[src/rtl/ps2_keycode_rx.sv]
// PS/2 keyboard receiver: deframes scan codes, tracks E0/F0 prefixes, holds the current make code.
// Latency: key_valid/frame_err pulse 1 Clk after the STOP-bit fall (plus sync + filter delay from the pin).
// Backpressure: none; the keyboard cannot be stalled, so every decoded byte is acted on immediately.
//
// Ports:
//   Clk, Reset_h         system clock, synchronous active-high reset
//   PS2_CLK, PS2_DAT     raw asynchronous keyboard lines (idle high), input only
//   keycode[7:0]         held make code, 8'h00 when no key is held
//   keycode_ext          held key was E0-prefixed
//   key_valid            1-cycle pulse when keycode/keycode_ext are written
//   frame_err            1-cycle pulse on parity/stop error or mid-frame timeout
module ps2_keycode_rx #(
  parameter int SYNC_STAGES = 2,
  parameter int FILTER_LEN  = 8,
  parameter int TIMEOUT_CYC = 50000
) (
  input  logic       Clk,
  input  logic       Reset_h,
  input  logic       PS2_CLK,
  input  logic       PS2_DAT,
  output logic [7:0] keycode,
  output logic       keycode_ext,
  output logic       key_valid,
  output logic       frame_err
);

  localparam int FW = $clog2(FILTER_LEN + 1);
  localparam int TW = $clog2(TIMEOUT_CYC + 1);

  typedef enum logic [1:0] {IDLE, DATA, PARITY, STOP} state_t;

  logic [SYNC_STAGES-1:0] clk_sync;
  logic [SYNC_STAGES-1:0] dat_sync;
  logic                   clk_s;
  logic                   dat_s;
  logic                   clk_flt;
  logic                   clk_flt_d;
  logic [FW-1:0]          flt_cnt;
  logic                   fall;

  state_t                 state;
  logic [2:0]             bit_cnt;
  logic [7:0]             shreg;
  logic                   par;
  logic                   byte_done;
  logic                   byte_ok;
  logic                   ext_pend;
  logic                   brk_pend;
  logic [TW-1:0]          tcnt;

  assign clk_s = clk_sync[SYNC_STAGES-1];
  assign dat_s = dat_sync[SYNC_STAGES-1];
  assign fall  = clk_flt_d & ~clk_flt;

  // Synchronizers and glitch filter. The filtered clock only follows the
  // synced clock after FILTER_LEN consecutive samples disagree with it.
  always_ff @(posedge Clk) begin
    if (Reset_h) begin
      clk_sync  <= '1;
      dat_sync  <= '1;
      clk_flt   <= 1'b1;
      clk_flt_d <= 1'b1;
      flt_cnt   <= '0;
    end else begin
      clk_sync  <= {clk_sync[SYNC_STAGES-2:0], PS2_CLK};
      dat_sync  <= {dat_sync[SYNC_STAGES-2:0], PS2_DAT};
      clk_flt_d <= clk_flt;
      if (clk_s == clk_flt) begin
        flt_cnt <= '0;
      end else if (flt_cnt == FW'(FILTER_LEN - 1)) begin
        clk_flt <= clk_s;
        flt_cnt <= '0;
      end else begin
        flt_cnt <= flt_cnt + FW'(1);
      end
    end
  end

  // Frame FSM, timeout watchdog and prefix/keycode bookkeeping.
  always_ff @(posedge Clk) begin
    if (Reset_h) begin
      state       <= IDLE;
      bit_cnt     <= '0;
      shreg       <= '0;
      par         <= 1'b0;
      byte_done   <= 1'b0;
      byte_ok     <= 1'b0;
      ext_pend    <= 1'b0;
      brk_pend    <= 1'b0;
      tcnt        <= '0;
      keycode     <= '0;
      keycode_ext <= 1'b0;
      key_valid   <= 1'b0;
      frame_err   <= 1'b0;
    end else begin
      key_valid <= 1'b0;
      frame_err <= 1'b0;
      byte_done <= 1'b0;

      if (fall || state == IDLE) begin
        tcnt <= '0;
      end else begin
        tcnt <= tcnt + TW'(1);
      end

      if (fall) begin
        unique case (state)
          IDLE: begin
            // A high data bit on a fall is a false start; stay idle.
            if (!dat_s) begin
              state   <= DATA;
              bit_cnt <= '0;
            end
          end
          DATA: begin
            shreg   <= {dat_s, shreg[7:1]};
            bit_cnt <= bit_cnt + 3'd1;
            if (bit_cnt == 3'd7) state <= PARITY;
          end
          PARITY: begin
            par   <= dat_s;
            state <= STOP;
          end
          STOP: begin
            byte_done <= 1'b1;
            byte_ok   <= dat_s & (^{shreg, par});
            state     <= IDLE;
          end
          default: state <= IDLE;
        endcase
      end else if (state != IDLE && tcnt == TW'(TIMEOUT_CYC)) begin
        // Keyboard stopped clocking mid-frame: abandon the frame and any
        // prefix context it may have belonged to.
        state     <= IDLE;
        frame_err <= 1'b1;
        ext_pend  <= 1'b0;
        brk_pend  <= 1'b0;
      end

      // byte_done is only ever set while returning to IDLE, so it never
      // coincides with a timeout abort.
      if (byte_done) begin
        if (!byte_ok) begin
          frame_err <= 1'b1;
          ext_pend  <= 1'b0;
          brk_pend  <= 1'b0;
        end else if (shreg == 8'hE0) begin
          ext_pend <= 1'b1;
        end else if (shreg == 8'hF0) begin
          brk_pend <= 1'b1;
        end else begin
          if (!brk_pend) begin
            keycode     <= shreg;
            keycode_ext <= ext_pend;
            key_valid   <= 1'b1;
          end else if (shreg == keycode && ext_pend == keycode_ext) begin
            // Only the break of the currently held key releases it.
            keycode     <= '0;
            keycode_ext <= 1'b0;
            key_valid   <= 1'b1;
          end
          ext_pend <= 1'b0;
          brk_pend <= 1'b0;
        end
      end
    end
  end

endmodule

[config.mk]
export PLATFORM = sky130hd
export DESIGN_NAME = ps2_keycode_rx
export DESIGN_NICKNAME = d
export VERILOG_FILES = /design/src/rtl/ps2_keycode_rx.sv
export SDC_FILE = /design/constraint.sdc
export NUM_CORES = 1
export LEC_CHECK = 0
export ABC_AREA = 1
export BUFFER_PORTS_ARGS = -buffer_cell sky130_fd_sc_hd__buf_2
export CAP_MARGIN = 15
export CORE_ASPECT_RATIO = 1.25
export CORE_UTILIZATION = 54
export DETAILED_ROUTE_END_ITERATION = 8
export GPL_TIMING_DRIVEN = 0
export PLACE_DENSITY = 0.85
export RECOVER_POWER = 100
export REMOVE_ABC_BUFFERS = 1
export SLEW_MARGIN = 25
export SYNTH_ARGS = -nofsm -noshare
export SYNTH_HDL_FRONTEND = slang
export SYNTH_SLANG_ARGS = --single-unit
[constraint.sdc]
create_clock -name Clk -period 1.38 [get_ports Clk]
set_input_delay 0.069 -clock Clk [delete_from_list [all_inputs] [get_ports Clk]]
set_output_delay 0.069 -clock Clk [all_outputs]
set_load 0.05 [all_outputs]
==> flow_summary_export.csv <==
group,metric,value,unit
outcome,outcome,"complete, but fails checks",
outcome,violations,"setup timing",
routing,met1_length,2420,um
power,vdd_drop_max,0.664,mV
synth,synthTopCellsByCount,"nand2_1, dfxtp_1, inv_1",
final_layout,area_delta_synth_final,21.8,%
sta,fin_crit,1.58,ns
cts,clk_latency,0.32,ns
setup_path,slowest_delay,0.38,ns
final_layout,final_net_count,416,
routing,wire_per_inst,14.1,um
synth,synthXorXnorAreaFrac,1.89,%
hold_path,min_path_type,"input pin to flip-flop",
final_layout,diodes,0,
routing,routed_wl,6520,um
grt,grt_pass1_vias,2323,
setup_path,critPathRequiredTime,1.60,ns
cts,clock_sinks,55,
synth,synth-edff-count,0,
grt,grt_pass1_wl,9600,um
grt,antenna_found_initial,0,
sta,drv_slew,0,
cts,cts_tree,"built",
synth,syn_area,2780,um2
sta,post-route-period-util,114,%
sta,worst_slack,-0.197,ns
placed_design,dpl.cell_count,430,
synth,synthAdderAreaFrac,4.05,%
sta,skew,0.00649,ns
synth,post_synth_num_cell_types,36,
synth,yosysWarningCount,0,
synth,synth_cells,363,
setup_path,critPathArrivalTime,1.80,ns
cts,ctsHtreeMaxLevel,2,
synth,ys.flop_type,"dfxtp_1",
setup_path,cp_cell_sequence,"inv_4, ha_4, nor2_2, nand3_1, nor2_1, nand3_2, nand2_4, nand3_1, nand2_1, nor2_1",
sta,max_freq,634,MHz
synth,yosys.area_share.simple,32.9,%
synth,synthTopCellsByArea,"dfxtp_1, nand2_1, inv_1",
synth,synth_area_leader_cell,"dfxtp_1",
routing,dr_wl_met2,3780,um
cts,clock-root-buffer,"clkbuf_8",
sta,holdWs,0.287,ns
placed_design,io_buffer_count,14,
cts,cts_buffers,5,
sta,finalSetupTns,-1.05,ns
routing,ant_nets,0,
grt,grt_max_degree,23,
job,drv_cap,0,
sta,hold_viol,0,
setup_path,startpoint_type,"flip-flop",
routing,drt_first_pass_iters,4,
sta,setup_viol,10,
synth,synth_top_area_share,39.6,%
synth,ys_seq_area_share,39.6,%
power,total_power,2.59,mW
synth,synth_compound_area_share,13.1,%
final_layout,final_util,70.0,%
grt,grt-ovfl-total,0,
setup_path,worstSetupPathType,"flip-flop to flip-flop",
cts,clock_path_buffers,2,
setup_path,end_kind,"flip-flop",
placed_design,dp_hpwl,3890,um
routing,drtIter0Drc,100,
power,cellPowerDensity,766,nW/um2
synth,postSynthAreaPerCell,7.66,um2
routing,viasPerCell,5.32,
synth,ys_async_sr_fraction,0,%
die,dieArea,5440,um2
placed_design,gp_congestion,0.850,
synth,synth.most_common_cell,"nand2_1",
die,die_x,66.2,um
sta,rsz0062_at_grt,"yes",
sta,relSlewSlack,59.8,%
final_layout,final_cells,464,
sta,worstMarginPinSlew,0.602,ns
synth,synth_top_family_by_area,"simple AND/OR/NAND/NOR gates",
synth,ys_seq_elements,55,
routing,drc_errors,0,
die,die_h,82.2,um
die,core_area,4830,um2
routing,vias,2469,
grt,grtUsageTotal,23.0,%
synth,muxShareOfSynthArea,0,%
final_layout,layout-drive-gt1-share,34.7,%
setup_path,critical_path_peak_fanout,4,
cts,path_clk_slew,0.10,ns
setup_path,crit_slowest_cell,"dfxtp_4",
die,start_util,57.5,%
die,ios,15,
routing,wl_met3,158,um
power,leakage,1.33,nW
routing,top_layer,"met4",
die,rows,28,
[routing by layer]
layer / vias to the layer above / global-route usage, %
li1: 1241 / -
met3: 16 / 3.85
met2: 42 / 47.0
met1: 1170 / 21.9
met5: - / 0
met4: 0 / 10.2
[final timing paths]
kind	from	end	slack, ns	cells after the start
setup / recovery	state[0]	state[0]	-0.20	10
hold / removal	Reset_h	keycode[2]	0.29	2
setup reg to reg	state[0]	state[0]	-0.20	10
hold reg to reg	dat_sync[0]	dat_sync[1]	0.42	1
[per-stage QoR]
step / setup WS, ns / area (um2)
floorplan: -0.0984 / 2740
CTS: -0.0240 / 3200
global route: -0.299 / 3380
finish: -0.197 / 3380
detailed placement: -0.349 / 2880
global placement: -0.276 / 2880
[sequential cells by signal (all words and copies together) (netlist names), 2 cells and up]
| name | count |
|---|---|
| bit_cnt | 3 |
| dat_sync | 2 |
| shreg | 8 |
| clk_sync | 2 |
| tcnt | 16 |
| flt_cnt | 4 |
| keycode | 8 |
| state | 2 |
[cell type report]
class,instances,area [um2]
inverters,50,208
multi-input cells,252,1580
flip-flops and latches,55,1130
clock inverters,2,16.3
repair buffers,38,279
repair inverters,1,6.26
clock buffers,6,82.6
well taps,60,75.1
fillers,373,1450
[critical path: cells and delay by family, from the launching register on]
| kind | cells | cell delay (ns) |
|---|---|---|
| buffers and inverters | 1 | 0.04 |
| AND/OR/NAND/NOR | 8 | 0.90 |
| adder cells (fa/ha/maj) | 1 | 0.16 |
| flip-flops | 1 | 0.38 |
[power by group]
group          leakage [nW]  switching [mW]  internal [mW]
Combinational         0.831          0.0263         0.0141
Sequential            0.454         0.00293           1.58
Clock                0.0474           0.556          0.411
Total                  1.33           0.585           2.01
[logic make-up (layout without fill, tap and decap cells)]
group / count (synthesis) / count (layout)
and+or+nand+nor: 173 / 174
AOI/OAI and AO/OA: 63 / 63
buffers and inverters: 57 / 97
DFF: 55 / 55
adders and majority gates: 9 / 9
xor gates and xnor gates: 6 / 6
[timing repair]
| item | CTS | global route |
|---|---|---|
| gates cloned | 0 | 2 |
| hold buffers | 2 | 0 |
| endpoints found under the setup margin | 34 | 32 |
| pin swaps | 17 | 13 |
| resized for setup | 32 | 39 |
| setup buffers | 14 | 8 |
| endpoints found under the hold margin | 2 | 0 |
[placed cells by master (no fill, tap or decap), types with 3 or more instances in the layout]
cell and instances:
xnor2_1 4, nand3_2 13, inv_1 36, nor2_1 28, o21ai_0 12, dfxtp_2 11
dfxtp_4 5, buf_4 15, or2_2 4, nand2_1 80, o21ai_1 6, clkbuf_8 6
a21oi_1 25, buf_6 7, ha_1 5, dfxtp_1 39, nand2_2 6, nor2_2 3
ha_4 3, nor2_4 7, inv_2 9, buf_2 10, nor3_4 3, a21oi_2 14
nand3_1 12, inv_4 4, nand2_4 4, nand4_1 4
(Power assumes the default switching activity.)
